===== src/rtl/md_sched_pkg.sv =====
// Shared types and constants for the position-update timestep sequencer.
package md_sched_pkg;

  typedef enum logic [2:0] {
    IDLE,
    FWAIT,
    ARM,
    RUN,
    CLEAR,
    SWAP,
    ERR
  } sched_state_e;

  localparam logic [1:0]  BANK0        = 2'b01;
  localparam logic [1:0]  BANK1        = 2'b10;
  localparam logic [32:0] INVALID_ADDR = {1'b1, 32'b0};

  function automatic logic [1:0] bank_flip(input logic [1:0] bank);
    return (bank == BANK0) ? BANK1 : BANK0;
  endfunction

endpackage


===== src/rtl/pos_update_sched_if.sv =====
// Host/updater-facing signal bundle of the timestep sequencer.
interface pos_update_sched_if #(
  parameter int NCELLS = 27
);
  logic              start;
  logic [15:0]       num_steps;
  logic              force_done;
  logic [NCELLS-1:0] upd_done;
  logic [NCELLS-1:0] ring_valid;
  logic              force_start;
  logic              ready;
  logic [1:0]        double_buffer;
  logic [32:0]       overwrite_addr;
  logic [15:0]       step_count;
  logic              step_done;
  logic              all_done;
  logic              busy;
  logic              err;

  modport master (
    output start, num_steps, force_done, upd_done, ring_valid,
    input  force_start, ready, double_buffer, overwrite_addr,
           step_count, step_done, all_done, busy, err
  );

  modport slave (
    input  start, num_steps, force_done, upd_done, ring_valid,
    output force_start, ready, double_buffer, overwrite_addr,
           step_count, step_done, all_done, busy, err
  );
endinterface


===== src/rtl/quiesce_detect.sv =====
// Update-phase completion detector: idle-ring quiet counter and phase timeout counter.
module quiesce_detect
  import md_sched_pkg::*;
#(
  parameter int NCELLS       = 27,
  parameter int QUIET_CYCLES = 4,
  parameter int TIMEOUT      = 4096
) (
  input  logic              clk,
  input  logic              rst,
  input  logic              clear,
  input  logic              enable,
  input  logic [NCELLS-1:0] upd_done,
  input  logic [NCELLS-1:0] ring_valid,
  output logic              quiet_hit,
  output logic              timeout_hit
);

  localparam int QW = $clog2(QUIET_CYCLES + 1);
  localparam int TW = $clog2(TIMEOUT + 1);

  logic [QW-1:0] quiet_cnt;
  logic [TW-1:0] tmo_cnt;
  logic [QW-1:0] quiet_nxt;
  logic [TW-1:0] tmo_nxt;
  logic          idle_now;

  assign idle_now = (&upd_done) && !(|ring_valid);

  always_comb begin
    quiet_nxt = '0;
    if (idle_now) quiet_nxt = quiet_cnt + QW'(1);
    tmo_nxt = tmo_cnt + TW'(1);
  end

  // Hits look at the post-increment value so the FSM exits on the Nth qualifying cycle.
  assign quiet_hit   = enable && (quiet_nxt == QW'(QUIET_CYCLES));
  assign timeout_hit = enable && (tmo_nxt == TW'(TIMEOUT));

  always_ff @(posedge clk) begin
    if (!rst || clear) begin
      quiet_cnt <= '0;
      tmo_cnt   <= '0;
    end else if (enable) begin
      quiet_cnt <= quiet_nxt;
      tmo_cnt   <= tmo_nxt;
    end
  end

endmodule


===== src/rtl/pos_update_sched.sv =====
// Timestep sequencer: force phase, update phase, stale-bank sweep, buffer swap.
module pos_update_sched
  import md_sched_pkg::*;
#(
  parameter int NCELLS       = 27,
  parameter int DBSIZE       = 256,
  parameter int QUIET_CYCLES = 4,
  parameter int TIMEOUT      = 4096
) (
  input logic              clk,
  input logic              rst,
  pos_update_sched_if.slave bus
);

  localparam int IW = $clog2(DBSIZE) + 1;

  sched_state_e  state;
  logic [15:0]   steps_lat;
  logic [IW-1:0] sweep_idx;
  logic [31:0]   base;
  logic          quiet_hit;
  logic          timeout_hit;
  logic          in_run;
  logic          qd_clear;

  assign in_run   = (state == RUN);
  assign qd_clear = (state == ARM);
  assign base     = (bus.double_buffer == BANK0) ? 32'(DBSIZE) : '0;

  quiesce_detect #(
    .NCELLS      (NCELLS),
    .QUIET_CYCLES(QUIET_CYCLES),
    .TIMEOUT     (TIMEOUT)
  ) u_quiesce (
    .clk        (clk),
    .rst        (rst),
    .clear      (qd_clear),
    .enable     (in_run),
    .upd_done   (bus.upd_done),
    .ring_valid (bus.ring_valid),
    .quiet_hit  (quiet_hit),
    .timeout_hit(timeout_hit)
  );

  always_ff @(posedge clk) begin
    if (!rst) begin
      state              <= IDLE;
      steps_lat          <= '0;
      sweep_idx          <= '0;
      bus.ready          <= 1'b0;
      bus.double_buffer  <= BANK0;
      bus.overwrite_addr <= INVALID_ADDR;
      bus.force_start    <= 1'b0;
      bus.step_count     <= '0;
      bus.step_done      <= 1'b0;
      bus.all_done       <= 1'b0;
      bus.busy           <= 1'b0;
      bus.err            <= 1'b0;
    end else begin
      bus.force_start <= 1'b0;
      bus.step_done   <= 1'b0;
      bus.all_done    <= 1'b0;
      case (state)
        IDLE: begin
          if (bus.start) begin
            steps_lat      <= bus.num_steps;
            bus.step_count <= '0;
            if (bus.num_steps == 16'd0) begin
              bus.all_done <= 1'b1;
            end else begin
              bus.force_start <= 1'b1;
              bus.busy        <= 1'b1;
              state           <= FWAIT;
            end
          end
        end
        FWAIT: begin
          if (bus.force_done) state <= ARM;
        end
        ARM: begin
          bus.ready <= 1'b1;
          state     <= RUN;
        end
        RUN: begin
          if (quiet_hit) begin
            bus.overwrite_addr <= {1'b0, base};
            sweep_idx          <= IW'(1);
            state              <= CLEAR;
          end else if (timeout_hit) begin
            bus.ready <= 1'b0;
            bus.busy  <= 1'b0;
            bus.err   <= 1'b1;
            state     <= ERR;
          end
        end
        CLEAR: begin
          if (sweep_idx == IW'(DBSIZE)) begin
            // Swap-cycle outputs are registered on entry so they are visible during SWAP.
            bus.overwrite_addr <= INVALID_ADDR;
            bus.ready          <= 1'b0;
            bus.double_buffer  <= bank_flip(bus.double_buffer);
            bus.step_count     <= bus.step_count + 16'd1;
            bus.step_done      <= 1'b1;
            if ((bus.step_count + 16'd1) == steps_lat) bus.all_done <= 1'b1;
            state <= SWAP;
          end else begin
            bus.overwrite_addr <= {1'b0, base + 32'(sweep_idx)};
            sweep_idx          <= sweep_idx + IW'(1);
          end
        end
        SWAP: begin
          if (bus.step_count == steps_lat) begin
            bus.busy <= 1'b0;
            state    <= IDLE;
          end else begin
            bus.force_start <= 1'b1;
            state           <= FWAIT;
          end
        end
        ERR: begin
          state <= ERR;
        end
        default: state <= IDLE;
      endcase
    end
  end

endmodule


===== src/flat_wrapper.sv =====
// flat-port wrapper written by rule: the top's interface ports become plain ports
module pos_update_sched_flat import md_sched_pkg::*;
#(
  parameter int NCELLS       = 27,
  parameter int DBSIZE       = 256,
  parameter int QUIET_CYCLES = 4,
  parameter int TIMEOUT      = 4096
)
  (clk, rst, bus_start, bus_num_steps, bus_force_done, bus_upd_done, bus_ring_valid, bus_force_start, bus_ready, bus_double_buffer, bus_overwrite_addr, bus_step_count, bus_step_done, bus_all_done, bus_busy, bus_err);
  pos_update_sched_if #(.NCELLS(NCELLS)) bus_i ();
  input logic clk;
  input logic rst;
  input wire logic [$bits(bus_i.start)-1:0] bus_start;
  input wire logic [$bits(bus_i.num_steps)-1:0] bus_num_steps;
  input wire logic [$bits(bus_i.force_done)-1:0] bus_force_done;
  input wire logic [$bits(bus_i.upd_done)-1:0] bus_upd_done;
  input wire logic [$bits(bus_i.ring_valid)-1:0] bus_ring_valid;
  output wire logic [$bits(bus_i.force_start)-1:0] bus_force_start;
  output wire logic [$bits(bus_i.ready)-1:0] bus_ready;
  output wire logic [$bits(bus_i.double_buffer)-1:0] bus_double_buffer;
  output wire logic [$bits(bus_i.overwrite_addr)-1:0] bus_overwrite_addr;
  output wire logic [$bits(bus_i.step_count)-1:0] bus_step_count;
  output wire logic [$bits(bus_i.step_done)-1:0] bus_step_done;
  output wire logic [$bits(bus_i.all_done)-1:0] bus_all_done;
  output wire logic [$bits(bus_i.busy)-1:0] bus_busy;
  output wire logic [$bits(bus_i.err)-1:0] bus_err;
  assign bus_i.start = bus_start;
  assign bus_i.num_steps = bus_num_steps;
  assign bus_i.force_done = bus_force_done;
  assign bus_i.upd_done = bus_upd_done;
  assign bus_i.ring_valid = bus_ring_valid;
  assign bus_force_start = bus_i.force_start;
  assign bus_ready = bus_i.ready;
  assign bus_double_buffer = bus_i.double_buffer;
  assign bus_overwrite_addr = bus_i.overwrite_addr;
  assign bus_step_count = bus_i.step_count;
  assign bus_step_done = bus_i.step_done;
  assign bus_all_done = bus_i.all_done;
  assign bus_busy = bus_i.busy;
  assign bus_err = bus_i.err;
  pos_update_sched #(.NCELLS(NCELLS), .DBSIZE(DBSIZE), .QUIET_CYCLES(QUIET_CYCLES), .TIMEOUT(TIMEOUT)) u_core (.clk(clk), .rst(rst), .bus(bus_i));
endmodule

===== config.mk =====
export PLATFORM = sky130hd
export DESIGN_NAME = pos_update_sched_flat
export DESIGN_NICKNAME = d
export VERILOG_FILES = /design/src/rtl/md_sched_pkg.sv /design/src/rtl/pos_update_sched_if.sv /design/src/rtl/quiesce_detect.sv /design/src/rtl/pos_update_sched.sv /design/src/flat_wrapper.sv
export SDC_FILE = /design/constraint.sdc
export NUM_CORES = 1
export LEC_CHECK = 0
export ABC_CLOCK_PERIOD_IN_PS = 7000
export CAP_MARGIN = 20
export CORE_UTILIZATION = 52
export CTS_CLUSTER_DIAMETER = 60
export DETAILED_ROUTE_END_ITERATION = 16
export GPL_ROUTABILITY_DRIVEN = 0
export PLACE_DENSITY = 0.91
export SLEW_MARGIN = 0
export SYNTH_ARGS = -nofsm -noshare
export SYNTH_HDL_FRONTEND = slang
export SYNTH_HIERARCHICAL = 1
export SYNTH_SLANG_ARGS = --single-unit

===== constraint.sdc =====
create_clock -name clk -period 7 [get_ports clk]
set_clock_uncertainty 0.15 [all_clocks]
set_input_delay 1.4 -clock clk [delete_from_list [all_inputs] [get_ports clk]]
set_output_delay 1.4 -clock clk [all_outputs]
set_load 0.01 [all_outputs]

=== After elaboration in Yosys (flattened, before gate mapping) ===
Cells that the tools add are included.

* $add $sub $neg: 5
* Eq/ne operators: 22
* Multiplexer cells: 38
* Bitwise gates (word level): 1
* Reductions and logical operators: 24

{| class="wikitable"
|+ Operator list
! cell !! count
|-
| 2-to-1 mux 33 bit || 2
|-
| one-hot mux 33 bit (2 select lines) || 1
|-
| adder 32 x 9 -> 32 bit || 1
|-
| equality test 16 bit || 2
|-
| 2-to-1 mux 16 bit || 2
|-
| one-hot mux 16 bit (2 select lines) || 1
|-
| 2-to-1 mux 9 bit || 3
|-
| AND reduction 27 bit || 1
|-
| OR reduction 27 bit || 1
|-
| 2-to-1 mux 3 bit || 7
|-
| one-hot mux 3 bit (7 select lines) || 1
|-
| one-hot mux 9 bit (2 select lines) || 1
|-
| adder 16 x 1 -> 16 bit, second input constant || 1
|-
| zero test 16 bit || 1
|-
| 2-to-1 mux 1 bit || 15
|-
| adder 13 x 1 -> 13 bit, second input constant || 1
|-
| equality test 13 bit, second input constant || 1
|-
| equality test 3 bit, second input constant || 4
|-
| != test 2 bit, second input constant || 5
|-
| adder 9 x 1 -> 9 bit, second input constant || 1
|-
| equality test 9 bit, second input constant || 1
|-
| AND reduction 3 bit || 3
|-
| != test 2 x 1 -> 1 bit, second input constant || 4
|-
| AND reduction 2 bit || 4
|-
| other kinds (18) || 26
|}

* Register bits after elaboration: 101
* Bits of input ports: 74
* Output and inout bits: 57
* Word-level logic and storage cells: 104

=== Longest topological paths before layout ===
* Depth after elaboration: 8
* Depth in mapped cells: 11

=== Cells and area by module ===
Netlist, hierarchy kept.

{| class="wikitable"
|+ Modules (own cells, without submodules)
! module !! instances !! cells each !! area an instance (µm²)
|-
| pos_update_sched || 1 || 418 || 3467.1
|-
| quiesce_detect || 1 || 120 || 1022.2
|}

=== Least setup slack after synthesis ===
No wires, ideal clock.

* Path type: in2reg
* From: in bus_ring_valid[1]
* To: reg u_core.sweep_idx[8]
* Setup time: 0.071 ns
* Arrival time: 3.726 ns
* Data required time: 6.779 ns
* Setup slack: 3.053 ns
* Stages on the path: 10
* Path through: nand4b_1 or4_4 nor4_4 nand2_2 nor4b_2 a21oi_4 nor2_4 nand4_1 or3_1 a21oi_1

* Cells in the longest elaborated chain, start to end: 8

{| class="wikitable"
|+ Ends and longest elaborated chain
! element !! RTL line !! text
|-
| start, declared || flat_wrapper.sv:17 || <nowiki>input wire logic [$bits(bus_i.ring_valid)-1:0] bus_ring_valid;</nowiki>
|-
| OR reduction 27 bit || quiesce_detect.sv:28 || <nowiki>assign idle_now = (&upd_done) && !(|ring_valid);</nowiki>
|-
| zero test 1 bit || quiesce_detect.sv:28 ||
|-
| logical AND 1 bit || quiesce_detect.sv:28 ||
|-
| 2-to-1 mux 3 bit || quiesce_detect.sv:32 || <nowiki>if (idle_now) quiet_nxt = quiet_cnt + QW'(1);</nowiki>
|-
| equality test 3 bit || quiesce_detect.sv:37 || <nowiki>assign quiet_hit = enable && (quiet_nxt == QW'(QUIET_CYCLES));</nowiki>
|-
| logical AND 1 bit || quiesce_detect.sv:37 ||
|-
| net u_core.quiet_hit || pos_update_sched.sv:21 || <nowiki>logic quiet_hit;</nowiki>
|-
| != test 2 x 1 -> 1 bit (no source line) || - ||
|-
| AND reduction 3 bit (no source line) || - ||
|-
| end signal, assigned || pos_update_sched.sv:108 || <nowiki>sweep_idx <= sweep_idx + IW'(1);</nowiki>
|-
| end, declared || pos_update_sched.sv:19 || <nowiki>logic [IW-1:0] sweep_idx;</nowiki>
|}

The timed path passes the listed nets, and every way through them passes these cells.
A chain may end at the register's enable or synchronous reset.

=== Final worst setup path ===
* From: in bus_upd_done[20]
* To: reg u_core.sweep_idx[8]

* Cells in the longest elaborated chain, start to end: 7

{| class="wikitable"
|+ Ends and longest elaborated chain
! element !! RTL line !! text
|-
| start, declared || flat_wrapper.sv:16 || <nowiki>input wire logic [$bits(bus_i.upd_done)-1:0] bus_upd_done;</nowiki>
|-
| AND reduction 27 bit || quiesce_detect.sv:28 ||
|-
| logical AND 1 bit || quiesce_detect.sv:28 ||
|-
| 2-to-1 mux 3 bit || quiesce_detect.sv:32 ||
|-
| equality test 3 bit || quiesce_detect.sv:37 ||
|-
| logical AND 1 bit || quiesce_detect.sv:37 ||
|-
| net u_core.quiet_hit || pos_update_sched.sv:21 ||
|-
| != test 2 x 1 -> 1 bit (no source line) || - ||
|-
| AND reduction 3 bit (no source line) || - ||
|}

The timed path passes the listed nets, and every way through them passes these cells.

==> results.txt <==
The post-synthesis instance area is approximately 0.0045 mm2. Data arrives at the worst endpoint at 4.51 ns. In this run the worst setup path terminates at u_core/sweep_idx[8]. The hold-fix buffer count after cts is 0.

The worst-case headroom to the max-slew limit came out at 33.34%. The layout-stage area growth over the synthesis result is 27.15%. The startpoint identified for the worst register-to-register timing path is u_core/state[1].

After synthesis, the cell types taking the most area are sky130_fd_sc_hd__dfxtp_1 (35%), sky130_fd_sc_hd__nand2_1 (6.1%), sky130_fd_sc_hd__xor2_1 (6.0%). The run finished with clean final reports. Across every metal layer, demand over resource in global routing totals roughly 25%. For the pin with the worst max-slew slack, the measured transition is around 1.0 ns.

The worst-skew pair later-pin latency came out at ~0.36 ns. Clock tree synthesis found a total of 79 sinks. Once the floorplan was initialized, standard cells occupied between 50% and 60% of the core. The routed length per placed instance is around 15 um. Traced cell by cell, the critical path runs through clkdlybuf4s50_1 -> nand4_1 -> or4_4 -> nor4_4 -> nand2_2 -> nor4b_2 -> a21oi_4 -> nor2_4 -> nand4_1 -> or3_1 -> a21oi_1. The number of gates resized after cts is 0. The setup check on the worst reg-to-reg path leaves a slack of between 4 and 5 ns. The average size of a mapped cell came out at between 8 and 9 um2. Counting flops and latches in the post-synthesis netlist gives between 70 and 80.

The number of synthesized flops with an enable pin is 0. The via count of the first global-routing pass came out at roughly 4,000. In this run the worst setup path begins at bus_upd_done[20]. The depth of the worst register-to-register path came out at 9.

The final count of hold timing violations came out at 0. The instance count after placement with tap cells included is between 700 and 800. Summed over all cells, the static leakage comes to between 2 and 2.5 nW. The pin count of the biggest net entering global routing came out at 32.

The area of all placed cells without fillers came out at between 0.005 and 0.006 mm2. Summing the areas of all xor and xnor instances in the mapped netlist gives a little over a tenth of the synthesized area. The post-route setup TNS came out at 0 ns.

The full die area is ~0.0090 mm2. The main combinational cell family by area after synthesis is simple AND/OR/NAND/NOR gates. The number of H-tree branching levels came out at 3. The number of I/O port buffers is 108. For this run, the register share of the synthesized area comes to a little over a third. The number of pins with negative max-slew slack in the final report came out at 0.

Summing the areas of all and, or, nand and nor instances in the mapped netlist gives between 20% and 30% of the synthesized area. The number of primary I/O pins is between 100 and 150. The post-synthesis mux area share came out at 0.6689%. The area of the core is ~0.0083 mm2. The number of antenna violations at the first check in global routing came out at 0. The share of layout cells above drive strength 1 came out at slightly below 6%. STA puts the critical path data required time at just over 7 ns. The overall power after layout is a little over 1 mW. Max-cap violations in this run came to 0. Once detail routing completed, the nets flagged for antenna violations numbered 0.

In the post-synthesis netlist, the cell with the most instances is sky130_fd_sc_hd__dfxtp_1. The number of cells in the finished layout apart from fillers is ~740. The peak ir drop on the vdd network is a little over 100 uV. The die boundary height is 94.92 um. The number of failing setup endpoints in the final timing report is 0.

The most used flip-flop cell after synthesis is sky130_fd_sc_hd__dfxtp_1. The net total in the final layout is ~710. The final setup slack of the worst path is ~2.6 ns. The post-route core utilization is ~69%.

The area fraction of the dominant cell type after synthesis came out at 35.23%. The TritonCTS buffer count came out at 9. sky130_fd_sc_hd__dfxtp_1 takes more of the synthesized area than any other cell. The total length of routed wires is roughly 11 mm.

STA classifies the critical path startpoint as an input pin. Setup repair after global routing left no endpoint under its margin. The setup fix buffers added after clock tree synthesis came out at 0. The via count came out at 4,262.

The number of different library cells used by synthesis comes to 68. The cell type with the highest occurrence count on the critical path is sky130_fd_sc_hd__nand4_1. For this run, the slowest stage of the critical path takes around 0.55 ns. The proportion of synthesized flip-flops having asynchronous set or reset is 0%.

The count of unresolved DRC violations after routing came out at 0. The worst-path maximum fanout is 15. Summed over all layers, the global routing overflow is 0. After the first detailed-routing iteration, the DRC count stood at 227. The commonest cells after synthesis are sky130_fd_sc_hd__dfxtp_1 (79), sky130_fd_sc_hd__nand2_1 (73), sky130_fd_sc_hd__nor2_1 (39).

The worst setup path is captured at a flop. The kind of critical path is in2reg. The shortest period the worst path allows is 4.377 ns. The number of diodes added for antenna fixing is 0. The setup slack after placement is approximately 2.3 ns. The highest clock rate came out at around 230 MHz. TritonCTS built the clock tree.

Clock-pin slew was measured on the worst setup and hold paths at 0.10 ns. The path class of the tightest hold or removal check is reg2reg. The yosys synthesis warning count is 6.

In this run the deepest clock path goes through 2 buffers. The complex-gate fraction of the synthesized area is approximately 15%. After detailed placement, the total cell area comes to 0.005499 mm2. The post-route worst hold slack came out at between 0.3 and 0.4 ns. The synthesized netlist cell count is approximately 540.

For this design, the slowest cell found on the critical path is sky130_fd_sc_hd__or4_4. The global-route wire length before repair came out at approximately 18 mm. The via-per-instance ratio is roughly 5.8.

The length of the first detailed-routing pass in iterations is 5. The worst flop-to-flop path endpoint is u_core/sweep_idx[8]. The cell row count came out at 33. Power spread over the standard cell area amounts to 177.0 mW/mm2.

The placed wire-length estimate after detailed placement is between 8 and 9 mm. The fraction of the mapped netlist area in adder cells is 1.672%. The width of the chip is ~95 um. The worst path uses between 60% and 70% of the clock period. The clock tree root driver cell is sky130_fd_sc_hd__clkbuf_8.
power by group:
group	switching, mW	internal (mW)
clock network	0.186	0.173
logic	0.0838	0.0834
registers	0.0197	0.465
worst max-delay path, delay by kind of cell:
family          cells  cell delay (ns)
compound gates      2             0.37
buf+inv             1             0.48
simple gates        8             2.27
worst min path at each step:
stage | start | end | depth (start not counted)
final | u_core/bus.overwrite_addr[0] | u_core/bus.overwrite_addr[0] | 2
after detailed placement | u_core/u_quiesce/quiet_cnt[1] | u_core/u_quiesce/quiet_cnt[1] | 2
after floorplan | u_core/u_quiesce/quiet_cnt[1] | u_core/u_quiesce/quiet_cnt[1] | 2
after global routing | u_core/bus.overwrite_addr[0] | u_core/bus.overwrite_addr[0] | 2
after global placement | u_core/bus.overwrite_addr[0] | u_core/bus.overwrite_addr[0] | 2
after CTS | u_core/u_quiesce/quiet_cnt[1] | u_core/u_quiesce/quiet_cnt[1] | 2
registers in the layout, summed over array words and instances, names as in the netlist:
register                    flops
u_core/bus.ready                1
u_core/bus.all_done             1
u_core/bus.overwrite_addr      11
u_core/bus.force_start          1
u_core/u_quiesce/quiet_cnt      3
u_core/bus.double_buffer        2
u_core/steps_lat               16
u_core/sweep_idx                9
u_core/u_quiesce/tmo_cnt       13
u_core/bus.step_count          16
u_core/bus.step_done            1
u_core/state                    3
u_core/bus.err                  1
u_core/bus.busy                 1
final cells by class:
class,instances,area [um2]
fillers,645,2591
flip-flops and latches,79,1582
multi-input cells,424,2664
clock inverters,7,85.08
repair buffers,110,1096
well taps,105,131.4
clock buffers,9,123.9
inverters,7,26.28
layer usage:
metal / wire length (um) / GRT usage (%) / up-vias / share of wire [%]
met5: 0 / 0 / - / 0
met4: 180 / 8.838 / 0 / 1.6
met3: 877 / 6.119 / 18 / 7.9
met2: 5776 / 46.88 / 214 / 52
met1: 4277 / 28.10 / 1997 / 38
li1: - / - / 2033 / -
cells in the final DEF (no fill, tap or decap), drive strengths merged, types with 4 or more instances in the layout:
master | netlist | layout
nor4b | 4 | 4
a21boi | 21 | 21
clkdlybuf4s50 | 0 | 108
conb | 1 | 22
xor2 | 31 | 31
a2111oi | 4 | 4
and2 | 12 | 12
nor2 | 40 | 40
xnor2 | 23 | 23
clkbuf | 13 | 9
ha | 6 | 6
and3 | 8 | 8
nand4 | 19 | 19
inv | 7 | 12
nor4 | 14 | 14
nor2b | 14 | 14
nand3 | 23 | 23
a31oi | 4 | 4
a21oi | 14 | 14
o21ai | 21 | 21
nand2b | 6 | 6
nor3 | 10 | 10
dfxtp | 79 | 79
o21a | 4 | 4
nand2 | 74 | 74
a22oi | 9 | 9
cell families after synthesis:
group | Yosys count
AOI/OAI and AO/OA | 93
xor gates and xnor gates | 54
adders and majority gates | 6
buffers and inverters | 56
DFF | 79
muxes | 3
other | 1
and+or+nand+nor | 246
Note: power is estimated with default switching activity, not from simulation.
